**src/rtl/colparity_pkg.sv**
```systemverilog
// Shared definitions for the column-parity page sequencer.
//   state_t : sequencer FSM states
//   WIDTH   : page width in bits (5 rows x 5 columns)
//   COLS    : number of columns stepped per page
//   RES_W   : width of the per-page column-parity result
package colparity_pkg;

    localparam int WIDTH = 25;
    localparam int COLS  = 5;
    localparam int RES_W = 5;

    typedef enum logic [2:0] {
        S_IDLE      = 3'd0,
        S_RD_PREV   = 3'd1,
        S_WAIT_PREV = 3'd2,
        S_RD_CUR    = 3'd3,
        S_WAIT_CUR  = 3'd4,
        S_RUN       = 3'd5,
        S_WRITE     = 3'd6,
        S_DONE      = 3'd7
    } state_t;

endpackage

```
**src/rtl/colparity_page_counter.sv**
```systemverilog
// Page counter for the column-parity sequencer.
//   clk   : system clock, rising edge
//   rst   : asynchronous active-low reset
//   clr   : synchronous clear to page 0 (takes priority over inc)
//   inc   : advance to the next page
//   page  : current page number
//   last  : high while page == PAGES-1
module colparity_page_counter #(
    parameter int PAGES = 64,
    parameter int AW    = 6
) (
    input  logic          clk,
    input  logic          rst,
    input  logic          clr,
    input  logic          inc,
    output logic [AW-1:0] page,
    output logic          last
);

    always_ff @(posedge clk or negedge rst) begin
        if (!rst) begin
            page <= '0;
        end else if (clr) begin
            page <= '0;
        end else if (inc) begin
            page <= page + AW'(1);
        end
    end

    assign last = (page == AW'(PAGES - 1));

endmodule

```
**src/rtl/colparity_page_ctrl.sv**
```systemverilog
// Sequencer driving the 25-bit column-parity datapath over PAGES pages.
// For page p it loads the predecessor page (page PAGES-1 for p=0) and the
// current page, steps the datapath through column indices 0..4 and writes
// the 5-bit result dp_parity2_out[24:20] to the result store at address p.
//
// Ports:
//   clk, rst          : clock, asynchronous active-low reset
//   start             : run request, only sampled in IDLE
//   busy, done        : run in progress / one-cycle completion pulse
//   mem_rd_en/addr    : page-store read port, data returns 1 cycle later
//   mem_rd_data       : page-store read data
//   dp_rst            : registered active-high datapath reset
//   dp_index          : column index for the datapath
//   dp_curr_parity    : current-page register
//   dp_prev_page      : previous-page register
//   dp_parity2_out    : datapath result register
//   res_wr_en/addr    : result-store write strobe and page address
//   res_wr_data       : 5-bit column-parity result
//   state_dbg         : current FSM state (colparity_pkg::state_t encoding)
//
// Handshake: there is no back-pressure. mem_rd_data is taken exactly one
// cycle after mem_rd_en; res_wr_en is a single-cycle write that the result
// store must accept unconditionally.
module colparity_page_ctrl #(
    parameter int PAGES = 64,
    parameter int AW    = $clog2(PAGES),
    parameter int WIDTH = colparity_pkg::WIDTH
) (
    input  logic             clk,
    input  logic             rst,
    input  logic             start,
    output logic             busy,
    output logic             done,
    output logic             mem_rd_en,
    output logic [AW-1:0]    mem_addr,
    input  logic [WIDTH-1:0] mem_rd_data,
    output logic             dp_rst,
    output logic [4:0]       dp_index,
    output logic [WIDTH-1:0] dp_curr_parity,
    output logic [WIDTH-1:0] dp_prev_page,
    input  logic [WIDTH-1:0] dp_parity2_out,
    output logic             res_wr_en,
    output logic [AW-1:0]    res_addr,
    output logic [4:0]       res_wr_data,
    output logic [2:0]       state_dbg
);

    import colparity_pkg::*;

    state_t           state;
    logic [2:0]       idx;
    logic [WIDTH-1:0] prev_reg;
    logic [WIDTH-1:0] cur_reg;
    logic [AW-1:0]    page;
    logic             last_page;
    logic             pc_clr;
    logic             pc_inc;
    logic             unused_dp_low;

    assign pc_clr = (state == S_IDLE) && start;
    assign pc_inc = (state == S_WRITE) && !last_page;

    colparity_page_counter #(
        .PAGES(PAGES),
        .AW   (AW)
    ) u_page_counter (
        .clk  (clk),
        .rst  (rst),
        .clr  (pc_clr),
        .inc  (pc_inc),
        .page (page),
        .last (last_page)
    );

    // Strobes and addresses are registered against the state being entered,
    // so they are valid for the whole cycle spent in that state.
    always_ff @(posedge clk or negedge rst) begin
        if (!rst) begin
            state     <= S_IDLE;
            idx       <= '0;
            prev_reg  <= '0;
            cur_reg   <= '0;
            busy      <= 1'b0;
            done      <= 1'b0;
            mem_rd_en <= 1'b0;
            mem_addr  <= '0;
            res_wr_en <= 1'b0;
            res_addr  <= '0;
            dp_index  <= '0;
            dp_rst    <= 1'b1;
        end else begin
            mem_rd_en <= 1'b0;
            mem_addr  <= '0;
            res_wr_en <= 1'b0;
            res_addr  <= '0;
            done      <= 1'b0;
            dp_index  <= '0;
            case (state)
                S_IDLE: begin
                    if (start) begin
                        state     <= S_RD_PREV;
                        busy      <= 1'b1;
                        dp_rst    <= 1'b0;
                        mem_rd_en <= 1'b1;
                        mem_addr  <= AW'(PAGES - 1);
                    end else begin
                        busy   <= 1'b0;
                        dp_rst <= 1'b1;
                    end
                end
                S_RD_PREV: begin
                    state <= S_WAIT_PREV;
                end
                S_WAIT_PREV: begin
                    prev_reg  <= mem_rd_data;
                    state     <= S_RD_CUR;
                    mem_rd_en <= 1'b1;
                    mem_addr  <= page;
                end
                S_RD_CUR: begin
                    state <= S_WAIT_CUR;
                end
                S_WAIT_CUR: begin
                    cur_reg <= mem_rd_data;
                    idx     <= '0;
                    state   <= S_RUN;
                end
                S_RUN: begin
                    if (idx == 3'(COLS - 1)) begin
                        idx       <= '0;
                        state     <= S_WRITE;
                        res_wr_en <= 1'b1;
                        res_addr  <= page;
                    end else begin
                        idx      <= idx + 3'd1;
                        dp_index <= {2'b00, idx + 3'd1};
                    end
                end
                S_WRITE: begin
                    // The current page becomes the predecessor of the next one.
                    prev_reg <= cur_reg;
                    if (last_page) begin
                        state <= S_DONE;
                        done  <= 1'b1;
                    end else begin
                        // The counter advances on this same edge.
                        state     <= S_RD_CUR;
                        mem_rd_en <= 1'b1;
                        mem_addr  <= page + AW'(1);
                    end
                end
                S_DONE: begin
                    state  <= S_IDLE;
                    busy   <= 1'b0;
                    dp_rst <= 1'b1;
                end
                default: begin
                    state <= S_IDLE;
                end
            endcase
        end
    end

    // The datapath result register already holds the idx=4 update in WRITE,
    // so the write data is taken straight from it during the strobe cycle.
    assign res_wr_data    = res_wr_en ? dp_parity2_out[WIDTH-1 -: RES_W] : '0;
    assign dp_curr_parity = cur_reg;
    assign dp_prev_page   = prev_reg;
    assign state_dbg      = state;
    assign unused_dp_low  = ^dp_parity2_out[WIDTH-RES_W-1:0];

endmodule

```
**config.mk**
```make
export PLATFORM = sky130hd
export DESIGN_NAME = colparity_page_ctrl
export DESIGN_NICKNAME = d
export VERILOG_FILES = /design/src/rtl/colparity_pkg.sv /design/src/rtl/colparity_page_counter.sv /design/src/rtl/colparity_page_ctrl.sv
export SDC_FILE = /design/constraint.sdc
export NUM_CORES = 1
export LEC_CHECK = 0
export BUFFER_PORTS_ARGS = -buffer_cell sky130_fd_sc_hd__buf_2
export CORE_UTILIZATION = 25
export CTS_CLUSTER_SIZE = 20
export DETAILED_ROUTE_END_ITERATION = 7
export PLACE_DENSITY = 0.59
export REMOVE_ABC_BUFFERS = 1
export SYNTH_ARGS = -nofsm -noshare
export SYNTH_HDL_FRONTEND = slang
export SYNTH_HIERARCHICAL = 1
export SYNTH_SLANG_ARGS = --single-unit
```
**constraint.sdc**
```tcl
create_clock -name clk -period 2.1 [get_ports clk]
set_input_delay 0 -clock clk [delete_from_list [all_inputs] [get_ports clk]]
set_output_delay 0 -clock clk [all_outputs]
set_load 0.02 [all_outputs]
```
==> flow_summary.yaml <==
clock_tree:
  cts_buffers: 9
  path_clk_slew_ps: 60
  max-clock-path-buffers: 2
  hold_buffers: 27
  worstSkewPairLatency_ps: 340
  cts-root-buf: "clkbuf_16"
  cts_tree: "yes"
  cts_resized: 0
  cts_max_level: 3
  cts_sinks: 82
  cts_setup_buffers: 0
detailed_routing:
  dr.pass1.iters: 4
  route.detailed.drc: 0
  drt_iter0_drc: 130
  totalWireLength_um: 8260
  detail_route.wl_per_cell_um: 13.0
  vias_per_cell: 4.38
  vias: 2785
  ant_nets: 0
sta:
  slew_violations: 0
  hold_viol: 0
  rsz0062_at_grt: "false"
  fmax_ghz: 0.519
  whs_ps: 167
  period_needed_ps: 1930
  maxSlewHeadroom_pct: 66.5
  clock_skew_ps: 4.98
  setup_viol: 0
  worst_slew_pin_slew_ps: 502
  period_share_pct: 91.7
layout:
  final_area_um2: 4960
  drive_gt1_share_pct: 36.8
  nFillCells: 1397
  syn2layout_area_growth_pct: 40.5
  fin_nets: 508
  utilization_pct: 35.9
  insertedDiodeCount: 0
yosys:
  yosys_most_used_dff: "dfrtp_1"
  synth_top_area_share_pct: 57.4
  synth_most_common_cell: "dfrtp_1"
  synthArstFlopShare_pct: 100
  synth.distinct_cells: 40
  synth-edff-count: 0
  synthTopCellsByArea: "dfrtp_1, mux2_2, mux2i_1"
  avgSynthCellArea_um2: 11.5
  ys_top_cells_by_count: "dfrtp_1, nand2_1, o21ai_0, mux2i_1, mux2_2"
  yosys_warnings: 6
  ys_seq_elements: 82
  synth.largest_area_cell: "dfrtp_1"
  syn_area_um2: 3530
  synth-seq-area-share_pct: 58.2
  postSynthCellCount: 306
placed_design:
  gp_congestion: 0.819
  placed_area_um2: 4340
  portBuffers: 110
  hpwlAfterDp_um: 5450
worst_setup_path:
  critical_path.top_delay_family: "simple AND/OR/NAND/NOR gates"
  critical_path.n_buffers_inverters: 1
  slowest_delay_ps: 380
  critPathCaptureType: "register"
  cp_slowest_cell: "dfrtp_1"
  cp.required_ps: 2370
  reg2reg_depth: 8
  path_max_fanout: 10
  worstPathArrival_ps: 2190
  cp_num_cells: 8
  startpoint_type: "register"
  reg2reg_slack_ps: 170
  path_cells: "ha_1, nand2_1, nor2_1, nand4bb_1, inv_1, nand3_1, or3_1, a21oi_1"
  crit_type: "register to register"
flow_run:
  maxCapViolCount: 0
die:
  pin_count: 133
  core_um2: 13800
  fp.dieH_um: 121
  die_w_um: 121
  rows: 43
  die-area_um2: 14600
  start_util_pct: 25.5
grt:
  grt_pass1_vias: 2723
  grt_max_degree: 47
  grt_antenna_before_repair: 0
  overflow: 0
  grtUsageTotal_pct: 12.0
  grt_pass1_wl_um: 13400
power_and_ir_drop:
  p_per_area_nw_per_um2: 1610
  max-vdd-ir-drop_v: 0.000745
  p_leak_nw: 2.47
  power.total_w: 0.00798
worst_hold_path:
  hp-class: "input pin to asynchronous set/reset pin"
outcome:
  status: "finished, final reports clean"
path summary, 6_finish.rpt:
path                                                    start                                  to
max                        u_page_counter/page[0]$_DFFE_PN0P_  u_page_counter/page[5]$_DFFE_PN0P_
min                                                       rst               res_addr[4]$_DFF_PN0_
max reg2reg                u_page_counter/page[0]$_DFFE_PN0P_  u_page_counter/page[5]$_DFFE_PN0P_
min reg2reg                       dp_prev_page[7]$_DFFE_PN0P_         dp_prev_page[7]$_DFFE_PN0P_
max in group asynchronous                                 rst      dp_curr_parity[21]$_DFFE_PN0P_
min in group clk                           dp_parity2_out[23]                      res_wr_data[3]
cell type report:
| type | instances | area, um^2 | area share, % |
|---|---|---|---|
| Clock buffer | 10 | 239 | 4.82 |
| Tap cell | 180 | 225 | 4.54 |
| Sequential cell | 82 | 2050 | 41.4 |
| Inverter | 7 | 26.3 | 0.530 |
| Clock inverter | 6 | 113 | 2.27 |
| Multi-Input combinational cell | 201 | 1360 | 27.3 |
| Timing Repair Buffer | 150 | 946 | 19.1 |
flip-flops by register name, summed over array words and instances (netlist names):
name / flops
busy: 1
done: 1
dp_curr_parity: 25
dp_index: 3
dp_prev_page: 25
dp_rst: 1
idx: 3
mem_addr: 6
mem_rd_en: 1
res_addr: 6
res_wr_en: 1
state_dbg: 3
u_page_counter/page: 6
metal layers:
metal / GRT usage, % / wire length [um] / vias to the layer above
li1: - / - / 1342
met3: 4.86 / 656 / 6
met2: 18.4 / 3780 / 91
met5: 0 / 0 / -
met1: 14.9 / 3770 / 1346
met4: 4.94 / 61 / 0
stage by stage:
step | instances | worst slack (ps) | TNS (ps)
detailed placement | 593 | 224 | 0
global placement | 593 | 242 | 0
CTS | 636 | 194 | 0
global route | 636 | 6.84 | 0
finish | 636 | 174 | 0
floorplan | 290 | -676 | -19280
power by group:
group	switching (W)	internal (W)	total (W)
registers	0.000429	0.00227	0.00269
logic	0.00206	0.00139	0.00345
clock network	0.000643	0.00120	0.00184
layout by cell type, fill, tap and decap left out, types with 5 or more instances in the layout:
master and count:
a21oi_1 8, and2_1 11, nand3_1 5, dfrtp_1 80, inv_1 6, clkbuf_16 9
nand2_1 40, mux2i_1 26, mux2_2 24, buf_4 12, nor2_1 13, o21ai_0 34
dlygate4sd3_1 27, buf_2 109
cells by family after synthesis:
| family | share of synthesized area, % |
|---|---|
| simple gates | 11.9 |
| xor+xnor | 0.993 |
| compound gates | 8.44 |
| fa+ha+maj | 1.42 |
| flops | 58.2 |
| other cells | 0.106 |
| buf+inv | 3.58 |
| mux | 15.4 |
(Power assumes the default switching activity.)
